## src/rtl/bcd_conv_arbiter.sv

```systemverilog
// bcd_conv_arbiter
//   Two-requester round-robin front end feeding a serial double-dabble
//   binary-to-BCD converter (8-bit binary in, 3 BCD digits out).
//
// Ports
//   clk          rising-edge clock
//   rst_n        asynchronous active-low reset
//   req0_valid   requester 0 has an operand
//   req0_bin     requester 0 operand (0..255)
//   req0_ready   requester 0 operand accepted this cycle (with req0_valid)
//   req1_valid   requester 1 has an operand
//   req1_bin     requester 1 operand (0..255)
//   req1_ready   requester 1 operand accepted this cycle (with req1_valid)
//   rsp_valid    conversion result available
//   rsp_bcd      result: [11:8] hundreds, [7:4] tens, [3:0] units
//   rsp_id       requester index the result belongs to
//   rsp_ready    consumer takes the result when high with rsp_valid
//   busy         high whenever the converter is not idle
module bcd_conv_arbiter (
  input  logic        clk,
  input  logic        rst_n,
  input  logic        req0_valid,
  input  logic [7:0]  req0_bin,
  output logic        req0_ready,
  input  logic        req1_valid,
  input  logic [7:0]  req1_bin,
  output logic        req1_ready,
  output logic        rsp_valid,
  output logic [11:0] rsp_bcd,
  output logic        rsp_id,
  input  logic        rsp_ready,
  output logic        busy
);

  typedef enum logic [1:0] {
    IDLE  = 2'd0,
    SHIFT = 2'd1,
    DONE  = 2'd2
  } state_t;

  state_t      state;
  state_t      state_nxt;
  logic [19:0] work;
  logic [3:0]  cnt;
  logic        last_grant;
  logic [11:0] rsp_bcd_r;
  logic        rsp_id_r;
  logic        grant0;
  logic        grant1;
  logic        accept;

  // Digit correction: 4-bit add, any carry out is intentionally dropped
  // (it cannot occur for digits 5..9, which is all this ever sees).
  function automatic logic [3:0] add3(input logic [3:0] d);
    return (d >= 4'd5) ? (d + 4'd3) : d;
  endfunction

  // One double-dabble step: correct each BCD field, then shift left by one.
  function automatic logic [19:0] dabble_step(input logic [19:0] w);
    logic [19:0] c;
    c        = w;
    c[11:8]  = add3(w[11:8]);
    c[15:12] = add3(w[15:12]);
    c[19:16] = add3(w[19:16]);
    return {c[18:0], 1'b0};
  endfunction

  // Next-state and grant decode. last_grant == 1 means requester 1 was
  // served last, so requester 0 wins a tie.
  always_comb begin
    state_nxt = state;
    grant0    = 1'b0;
    grant1    = 1'b0;
    case (state)
      IDLE: begin
        grant0 = req0_valid & (~req1_valid | last_grant);
        grant1 = req1_valid & (~req0_valid | ~last_grant);
        if (grant0 | grant1) state_nxt = SHIFT;
      end
      SHIFT: begin
        if (cnt == 4'd0) state_nxt = DONE;
      end
      DONE: begin
        if (rsp_ready) state_nxt = IDLE;
      end
      default: state_nxt = IDLE;
    endcase
  end

  assign accept     = grant0 | grant1;
  assign req0_ready = grant0;
  assign req1_ready = grant1;
  assign rsp_valid  = (state == DONE);
  assign busy       = (state != IDLE);
  assign rsp_bcd    = rsp_bcd_r;
  assign rsp_id     = rsp_id_r;

  always_ff @(posedge clk or negedge rst_n) begin
    if (!rst_n) begin
      state <= IDLE;
    end else begin
      state <= state_nxt;
    end
  end

  // Operand capture on accept; eight shift steps; one extra SHIFT cycle with
  // cnt == 0 publishes the result as the state moves to DONE.
  always_ff @(posedge clk or negedge rst_n) begin
    if (!rst_n) begin
      work       <= 20'd0;
      cnt        <= 4'd0;
      last_grant <= 1'b1;
      rsp_bcd_r  <= 12'h000;
      rsp_id_r   <= 1'b0;
    end else if (accept) begin
      work       <= {12'd0, (grant0 ? req0_bin : req1_bin)};
      cnt        <= 4'd8;
      last_grant <= grant1;
      rsp_id_r   <= grant1;
    end else if (state == SHIFT) begin
      if (cnt != 4'd0) begin
        work <= dabble_step(work);
        cnt  <= cnt - 4'd1;
      end else begin
        rsp_bcd_r <= work[19:8];
      end
    end
  end

endmodule
```

## config.mk

```make
export PLATFORM = sky130hd
export DESIGN_NAME = bcd_conv_arbiter
export DESIGN_NICKNAME = d
export VERILOG_FILES = /design/src/rtl/bcd_conv_arbiter.sv
export SDC_FILE = /design/constraint.sdc
export NUM_CORES = 1
export LEC_CHECK = 0
export CAP_MARGIN = 20
export CORE_MARGIN = 4
export CORE_UTILIZATION = 45
export DETAILED_ROUTE_END_ITERATION = 7
export PLACE_DENSITY = 0.71
export SLEW_MARGIN = 20
export SYNTH_ARGS = -nofsm -noshare
export SYNTH_HDL_FRONTEND = slang
export SYNTH_SLANG_ARGS = --single-unit
```

## constraint.sdc

```tcl
create_clock -name clk -period 1.8 [get_ports clk]
set_input_delay 0.54 -clock clk [delete_from_list [all_inputs] [get_ports clk]]
set_output_delay 0.54 -clock clk [all_outputs]
set_load 0.1 [all_outputs]
```

==> impl_metrics.yaml, run 1 <==
drt:
  drt_iter0_drc: 126
  firstDrtPassIters: 4
  drt-total-wl_mm: 4.01
  drc: 0
  final_antenna_net_count: 0
  num_vias: 1554
  via_per_inst: 5.27
  wl_per_cell_um: 13.6
clock_network:
  clk_latency_ns: 0.30
  h-tree-depth: 2
  clock_sinks: 40
  clk_pin_slew_ns: 0.08
  max-clock-path-buffers: 2
  cts_hold_buf: 0
  root_buffer: "clkbuf_8"
  numCtsBuffers: 5
  cts_tree: "done"
cells_and_area:
  drive_gt1_frac: 0.269
  fillers: 313
  layout_commonest_cell: "dfrtp_1"
  nets: 273
  n_antenna_cell: 0
  multi_input_area_um2: 892
  areaGrowthSynthToFinish_pct: 45.1
  final_util: 0.689
  regArea_um2: 1000
  final_cell_mix: "dfrtp_1 (37), o21ai_0 (21), buf_12 (18)"
placement:
  gp_congestion: 0.772
  hpwl_mm: 2.75
  port_buffers: 37
critical_path:
  worstPathArrival_ns: 1.35
  critPathSlowestCell: "dfstp_2"
  worstReg2RegStart: "cnt[1]"
  cp_slowest_stage_delay_ns: 0.55
  criticalPathCategory: "register to output pin"
  reg2reg_depth: 7
  reg2reg_to: "work[11]"
  path_cells: "nand2b_4 > and3_4 > buf_12"
  required_ns: 1.26
  crit_end: "req0_ready"
  startpoint: "last_grant"
  rrSetupSlack_ns: 0.12
  timing.critical_path.buf_inv: 1
  crit_cells: 3
  end_kind: "output pin"
  cp-start-kind: "register"
  crit_family: "flip-flops"
  crit_fanout: 3
synthesis:
  synth-seq-area-share: 0.520
  yosysUniqueCellTypes: 30
  synthCells: 189
  synth.top_cells.by_area: "dfrtp_1 (51%), o21ai_0 (5.5%), ha_1 (5.2%), a21oi_1 (3.9%), mux2_2 (3.5%)"
  synth_warnings: 0
  synth_largest_area_cell: "dfrtp_1"
  netlist_area_um2: 1930
  synth_top_area_frac: 0.506
  synth_seq_cells: 40
  syn_nets: 218
  syn-mean-instance-area_um2: 10.2
floorplanning:
  dieHeight_um: 73.4
  core_area_um2: 4060
  num_io_pins: 38
  die_x_um: 73.4
  rows: 23
  initial_core_util: 0.475
  die_area_um2: 5390
global_routing:
  grt_max_degree: 41
  grt_pass1_wl_mm: 6.84
  grt_pass1_vias: 1508
  grt.total_usage: 0.168
  antenna_found_initial: 0
  grt-ovfl-total: 0
timing:
  period_needed_ns: 1.89
  finClkSkew_ns: 0.00514
  layout_worst_path_cycle_share: 1.05
  drv_slew: 0
  setup_violations: 2
  tightest_slew_ns: 0.506
  maxSlewHeadroom: 0.663
  rsz0062_at_grt: "yes"
  finalHoldViolations: 0
  tns_ns: -0.147
  fin_ws_ns: -0.0894
  clock.fmax_ghz: 0.529
outcome:
  violations: "setup timing"
  outcome: "complete, but fails checks"
min_path:
  min_path_type: "primary input to asynchronous set/reset pin"
run:
  cap_violations: 0
-- through the flow --
| stage | instances | cell area, um^2 | hold WS [ns] | setup WS, ns |
|---|---|---|---|---|
| after floorplan | 189 | 1940 | 0.244 | -0.0224 |
| after global placement | 282 | 2620 | 0.462 | -0.233 |
| after detailed placement | 282 | 2620 | 0.479 | -0.237 |
| after CTS | 293 | 2760 | 0.309 | -0.0976 |
| after global routing | 295 | 2800 | 0.322 | -0.136 |
| final | 295 | 2800 | 0.293 | -0.0894 |
-- cell families (layout without fill, tap and decap cells) --
group                      after synthesis  in the layout  synth area share
AOI/OAI and AO/OA                       59             59             0.186
and+or+nand+nor                         51             51             0.137
DFF                                     40             40             0.520
buffers and inverters                   19             75            0.0403
muxes                                    9              9            0.0506
adders and majority gates                8              8            0.0520
xor gates and xnor gates                 3              3            0.0136
-- flip-flops by register name, summed over array words and instances, names as in the netlist --
register,count
work,20
rsp_bcd,12
cnt,4
state,2
last_grant,1
rsp_id,1
-- cells in the mapped netlist --
cell type / number
a21oi_1: 15
a22oi_1: 7
a31o_2: 1
a31oi_1: 2
a32o_1: 6
and2_1: 1
and3_1: 3
buf_2: 5
clkbuf_1: 3
dfrtp_1: 39
dfstp_2: 1
ha_1: 8
inv_1: 11
mux2_2: 6
mux2i_1: 3
nand2_1: 12
nand2b_1: 9
nand3_1: 5
nand3b_2: 1
nor2_1: 13
nor2_2: 1
nor3b_1: 2
nor3b_2: 1
o21ai_0: 21
o21ai_1: 2
o22ai_1: 2
o31ai_1: 3
or2_1: 1
or3_1: 2
xnor2_1: 3
-- final cells by class --
cell class                      count  area share
Tap cell                           50      0.0224
Sequential cell                    40       0.359
Clock inverter                      2     0.00537
Multi-Input combinational cell    130       0.319
Clock buffer                        6      0.0295
Timing Repair Buffer               56       0.247
Inverter                           11      0.0170
-- per-layer routing --
layer  vias up  wire length (um)  part of all wire  track usage
met5         -                 0                 0            0
met4         0                68             0.017       0.0664
met3         5               314             0.078       0.0657
met2        46              1840              0.46        0.270
met1       725              1790              0.45        0.203
li1        778                 -                 -            -
-- worst min path at each step --
stage	to	slack [ns]	depth (start not counted)
floorplan	cnt[0]	0.24	0
global placement	work[8]	0.46	2
detailed placement	work[8]	0.48	2
CTS	work[15]	0.31	2
global route	rsp_id	0.32	2
finish	cnt[1]	0.29	2
-- repair_timing --
item | CTS | global route
buffers inserted | 3 | 2
endpoints found under the setup margin | 3 | 18
gates cloned | 0 | 0
resized for setup | 5 | 8
pin swaps | 1 | 2
Power of run 1 is left out: the tool's default activity adds up to more than one toggle a clock period on the data nets, which glitch-free logic cannot reach.
==> run 2, diff against run 1 <==
Settings changed: CTS_CLUSTER_DIAMETER set to 50, SETUP_SLACK_MARGIN set to 0.05.
==> run 2 against run 1 <==
The run still ends with setup timing left. Count of clock-buffer cells in the layout unchanged. Global-route usage decreased by 0.26 points. Die area unchanged. Routed wire length decreased by 0.85%. Maximum frequency increased by 1.1%. Non-clock buffer count unchanged. Sequential share of layout area increased by 0.41 points. Largest cell class unchanged.
==> impl_metrics.yaml, run 2 (synthesized netlist as in run 1, its figures left out) <==
critical_path:
  rrSetupSlack_ns: 0.16
  worstReg2RegStart: "cnt[0]"
  cp-start-kind: "register"
  worstPathArrival_ns: 1.33
  end_kind: "output pin"
  crit_fanout: 3
  criticalPathCategory: "register to output pin"
  required_ns: 1.26
  startpoint: "last_grant"
  crit_end: "req0_ready"
  reg2reg_depth: 7
  reg2reg_to: "work[19]"
drt:
  final_antenna_net_count: 0
  drt-total-wl_mm: 3.98
  num_vias: 1573
  firstDrtPassIters: 4
  drt_iter0_drc: 48
  wl_per_cell_um: 13.5
  via_per_inst: 5.35
  drc: 0
outcome:
  outcome: "complete, but fails checks"
  violations: "setup timing"
global_routing:
  grt_max_degree: 41
  grt-ovfl-total: 0
  grt_pass1_vias: 1562
  grt_pass1_wl_mm: 6.96
  grt.total_usage: 0.166
  antenna_found_initial: 0
clock_network:
  root_buffer: "clkbuf_8"
  clk_latency_ns: 0.28
  max-clock-path-buffers: 2
  clock_sinks: 40
  h-tree-depth: 2
  clk_pin_slew_ns: 0.07
  numCtsBuffers: 5
  cts_hold_buf: 0
  cts_tree: "done"
timing:
  finClkSkew_ns: 0.00355
  finalHoldViolations: 0
  period_needed_ns: 1.87
  fin_ws_ns: -0.0682
  layout_worst_path_cycle_share: 1.04
  tightest_slew_ns: 0.495
  clock.fmax_ghz: 0.535
  rsz0062_at_grt: "yes"
  drv_slew: 0
  setup_violations: 2
  maxSlewHeadroom: 0.670
cells_and_area:
  drive_gt1_frac: 0.258
  regMostFlops: "work"
  largest_reg_flops: 20
  regArea_um2: 1000
  multi_input_area_um2: 885
  n_antenna_cell: 0
  nets: 273
  areaGrowthSynthToFinish_pct: 43.3
  layout_commonest_cell: "dfrtp_1"
  final_cell_mix: "dfrtp_1 (38), o21ai_0 (21), buf_12 (18), buf_4 (18), clkdlybuf4s50_1 (17)"
  fillers: 311
  final_util: 0.681
min_path:
  min_path_type: "primary input to asynchronous set/reset pin"
placement:
  hpwl_mm: 2.91
  post-place-ws_ns: -0.262
  gp_congestion: 0.749
  port_buffers: 37
floorplanning:
  num_io_pins: 38
  rows: 23
  die_x_um: 73.4
  core_area_um2: 4060
  initial_core_util: 0.475
  die_area_um2: 5390
  dieHeight_um: 73.4
run:
  cap_violations: 0
run 2: repair_timing:
action                                  in CTS  in global routing
pin swaps                                    1                  3
endpoints found under the setup margin      10                 17
buffers inserted                             3                  2
resized for setup                            6                  4
endpoints found under the hold margin        0                  0
run 2: metal layers:
metal  vias up  global-route usage  part of all wire
met1       739               0.201              0.45
met3         8              0.0451             0.068
met2        46               0.281              0.47
met5         -                   0                 0
li1        780                   -                 -
met4         0              0.0604             0.016
run 2: worst min path at each step:
stage	from	slack (ns)	cells after the start	end
6_report	rst_n	0.30	2	cnt[3]
5_1_grt	rst_n	0.34	2	cnt[3]
4_1_cts	rst_n	0.32	2	cnt[3]
3_5_place_dp	work[7]	0.47	2	work[8]
3_3_place_gp	work[7]	0.46	2	work[8]
2_1_floorplan	rst_n	0.24	0	cnt[0]
run 2: critical path: stages (launching register included):
cell      delay (ns)
dfstp_2         0.55
nand2b_4        0.12
and3_4          0.20
buf_12          0.17
run 2: stage by stage:
| stage | instances | setup TNS (ns) | hold WS, ns | cell area, um^2 |
|---|---|---|---|---|
| finish | 294 | -0.123 | 0.303 | 2760 |
| global route | 294 | -0.263 | 0.344 | 2760 |
| CTS | 292 | -0.148 | 0.317 | 2740 |
| floorplan | 189 | 0 | 0.244 | 1950 |
| global placement | 282 | -1.40 | 0.463 | 2620 |
| detailed placement | 282 | -1.81 | 0.471 | 2620 |
run 2: final cells by class:
cell class                 instances  area share
sequential                        40       0.363
multi-input combinational        130       0.320
timing repair buffer              56       0.249
clock buffer                       6      0.0263
tap                               50      0.0227
inverter                          11      0.0163
clock inverter                     1     0.00181
Power of run 2 is left out for the same reason.
==> run 3, diff against run 2 <==
Settings changed: ABC_AREA set to 1, PLACE_DENSITY 0.71 to 0.73.
Clock period 1.8 ns to 1.5 ns, I/O delays scaled along.
==> run 3 against run 2 <==
The run still ends with setup timing left. Utilization grew 4.4 points. Global-route usage shrank 0.092 points. Setup slack lost 0.19 ns. Sequential share of layout area shrank 5.4 points. Routed wire length grew 22%. Die area grew 9.1%. Register-to-register slack lost 0.11 ns. Count of clock-buffer cells in the layout is the same. Synthesized cell count grew 34%. Clock skew is essentially flat. First-iteration DRC count grew 150%. Design area grew 17%. Critical endpoint unchanged.
==> impl_metrics.yaml, run 3 <==
outcome:
  outcome: "complete, but fails checks"
  violations: "setup timing"
drt:
  drt-total-wl_mm: 4.85
  final_antenna_net_count: 0
  drt_iter0_drc: 119
  firstDrtPassIters: 5
  drc: 0
  via_per_inst: 5.08
  wl_per_cell_um: 13.0
  num_vias: 1896
placement:
  gp_congestion: 0.780
  port_buffers: 37
  hpwl_mm: 3.35
  post-place-ws_ns: -0.420
  place_area_um2: 2870
synthesis:
  synth.top_cells.by_area: "dfrtp_1 (46%), nand2_1 (10%), inv_1 (6.2%), o21ai_0 (5.4%), ha_1 (4.7%)"
  synth_seq_cells: 40
  ys.flop_type: "dfrtp_1"
  yosysUniqueCellTypes: 31
  synth_warnings: 0
  synthCells: 254
  synth_top_area_frac: 0.460
  synth_largest_area_cell: "dfrtp_1"
  syn-mean-instance-area_um2: 8.36
  synth-seq-area-share: 0.472
  netlist_area_um2: 2120
  synth_edf_count: 0
  async_flop_share: 1.00
  synth_most_common_cell: "nand2_1"
  syn_nets: 283
  synth.top_cells.by_count: "nand2_1 (57), dfrtp_1 (39), inv_1 (35)"
floorplanning:
  rows: 24
  initial_core_util: 0.475
  num_io_pins: 38
  die_x_um: 76.7
  core_area_um2: 4470
  die_area_um2: 5880
  dieHeight_um: 76.7
timing:
  finClkSkew_ns: 0.00318
  clock.fmax_ghz: 0.568
  finalHoldViolations: 0
  rsz0062_at_grt: "yes"
  maxSlewHeadroom: 0.826
  fin_ws_ns: -0.261
  tightest_slew_ns: 0.259
  layout_worst_path_cycle_share: 1.17
  period_needed_ns: 1.76
  drv_slew: 0
  setup_violations: 4
  tns_ns: -0.750
cells_and_area:
  largest_reg_flops: 20
  final_cell_mix: "nand2_1 (51), dfrtp_1 (38), inv_1 (26)"
  n_antenna_cell: 0
  final_util: 0.725
  areaGrowthSynthToFinish_pct: 52.7
  layout_commonest_cell: "nand2_1"
  nets: 349
  regMostFlops: "work"
  design_area_um2: 3240
  drive_gt1_frac: 0.327
  fillers: 300
global_routing:
  grt.total_usage: 0.165
  grt_max_degree: 41
  grt-ovfl-total: 0
  grt_pass1_wl_mm: 7.94
  grt_pass1_vias: 1858
  antenna_found_initial: 0
critical_path:
  end_kind: "output pin"
  cp-start-kind: "register"
  required_ns: 1.05
  worstPathArrival_ns: 1.31
  crit_fanout: 2
  criticalPathCategory: "register to output pin"
clock_network:
  cts_hold_buf: 0
  cts_tree: "done"
  h-tree-depth: 2
  clk_pin_slew_ns: 0.08
  max-clock-path-buffers: 2
  clock_sinks: 40
  root_buffer: "clkbuf_8"
  clk_latency_ns: 0.29
  numCtsBuffers: 5
min_path:
  min_path_type: "primary input to asynchronous set/reset pin"
run:
  cap_violations: 0
-- run 3: cell count changes after synthesis, sizes merged, moves of 7 or more --
cell,before,now
nand2b,9,0
inv,11,40
nand3,5,20
nand2,12,60
o21ai,23,33
nand4,0,9
a22oi,7,0
-- run 3: what timing repair did --
action / in CTS / in global routing
resized for setup: 8 / 43
pin swaps: 2 / 9
endpoints found under the setup margin: 27 / 21
gates cloned: 0 / 1
setup buffers: 13 / 5
-- run 3: logic make-up (layout without fill, tap and decap cells) --
| group | Yosys count | in the layout | synth area share |
|---|---|---|---|
| AOI/OAI and AO/OA | 50 | 50 | 0.134 |
| xor gates and xnor gates | 1 | 1 | 0.00413 |
| adders and majority gates | 8 | 8 | 0.0471 |
| buffers and inverters | 47 | 113 | 0.103 |
| DFF | 40 | 40 | 0.472 |
| and+or+nand+nor | 108 | 109 | 0.240 |
-- run 3: per-stage QoR --
stage | instances | hold slack, ns
6_report | 373 | 0.111
5_1_grt | 373 | 0.123
4_1_cts | 372 | 0.115
3_5_place_dp | 351 | 0.441
3_3_place_gp | 351 | 0.433
2_1_floorplan | 254 | 0.154
-- run 3: final cells by class --
type,instances,area (um^2),share of cell area
Sequential cell,40,1000,0.310
Tap cell,52,65.1,0.0201
Clock inverter,2,35.0,0.0108
Timing Repair Buffer,65,850,0.262
Inverter,40,171,0.0529
Clock buffer,6,72.6,0.0224
Multi-Input combinational cell,168,1040,0.322
-- run 3: final timing paths --
path	startpoint	cells past startpoint	to	slack [ns]
worst max register to register	cnt[0]	8	work[17]	0.05
worst max-delay path	last_grant	5	req0_ready	-0.26
min in group clk	work[7]	2	work[8]	0.49
worst min register to register	work[7]	2	work[8]	0.49
max in group asynchronous	rst_n	2	last_grant	1.13
worst min-delay path	rst_n	2	rsp_bcd[8]	0.11
-- run 3: worst max-delay path, stage by stage (launching register included) --
cell and delay, ns:
dfstp_2 0.55, inv_2 0.05, nand2_4 0.06, nand3_4 0.07, clkinvlp_4 0.10, buf_12 0.17
-- run 3: routing by layer --
layer  share of wire  routed length [um]  track usage
met5               0                   0            0
met3           0.050                 240       0.0504
met4           0.018                  89       0.0707
met1            0.42                2050        0.190
met2            0.51                2470        0.282
Power of run 3 is left out for the same reason.
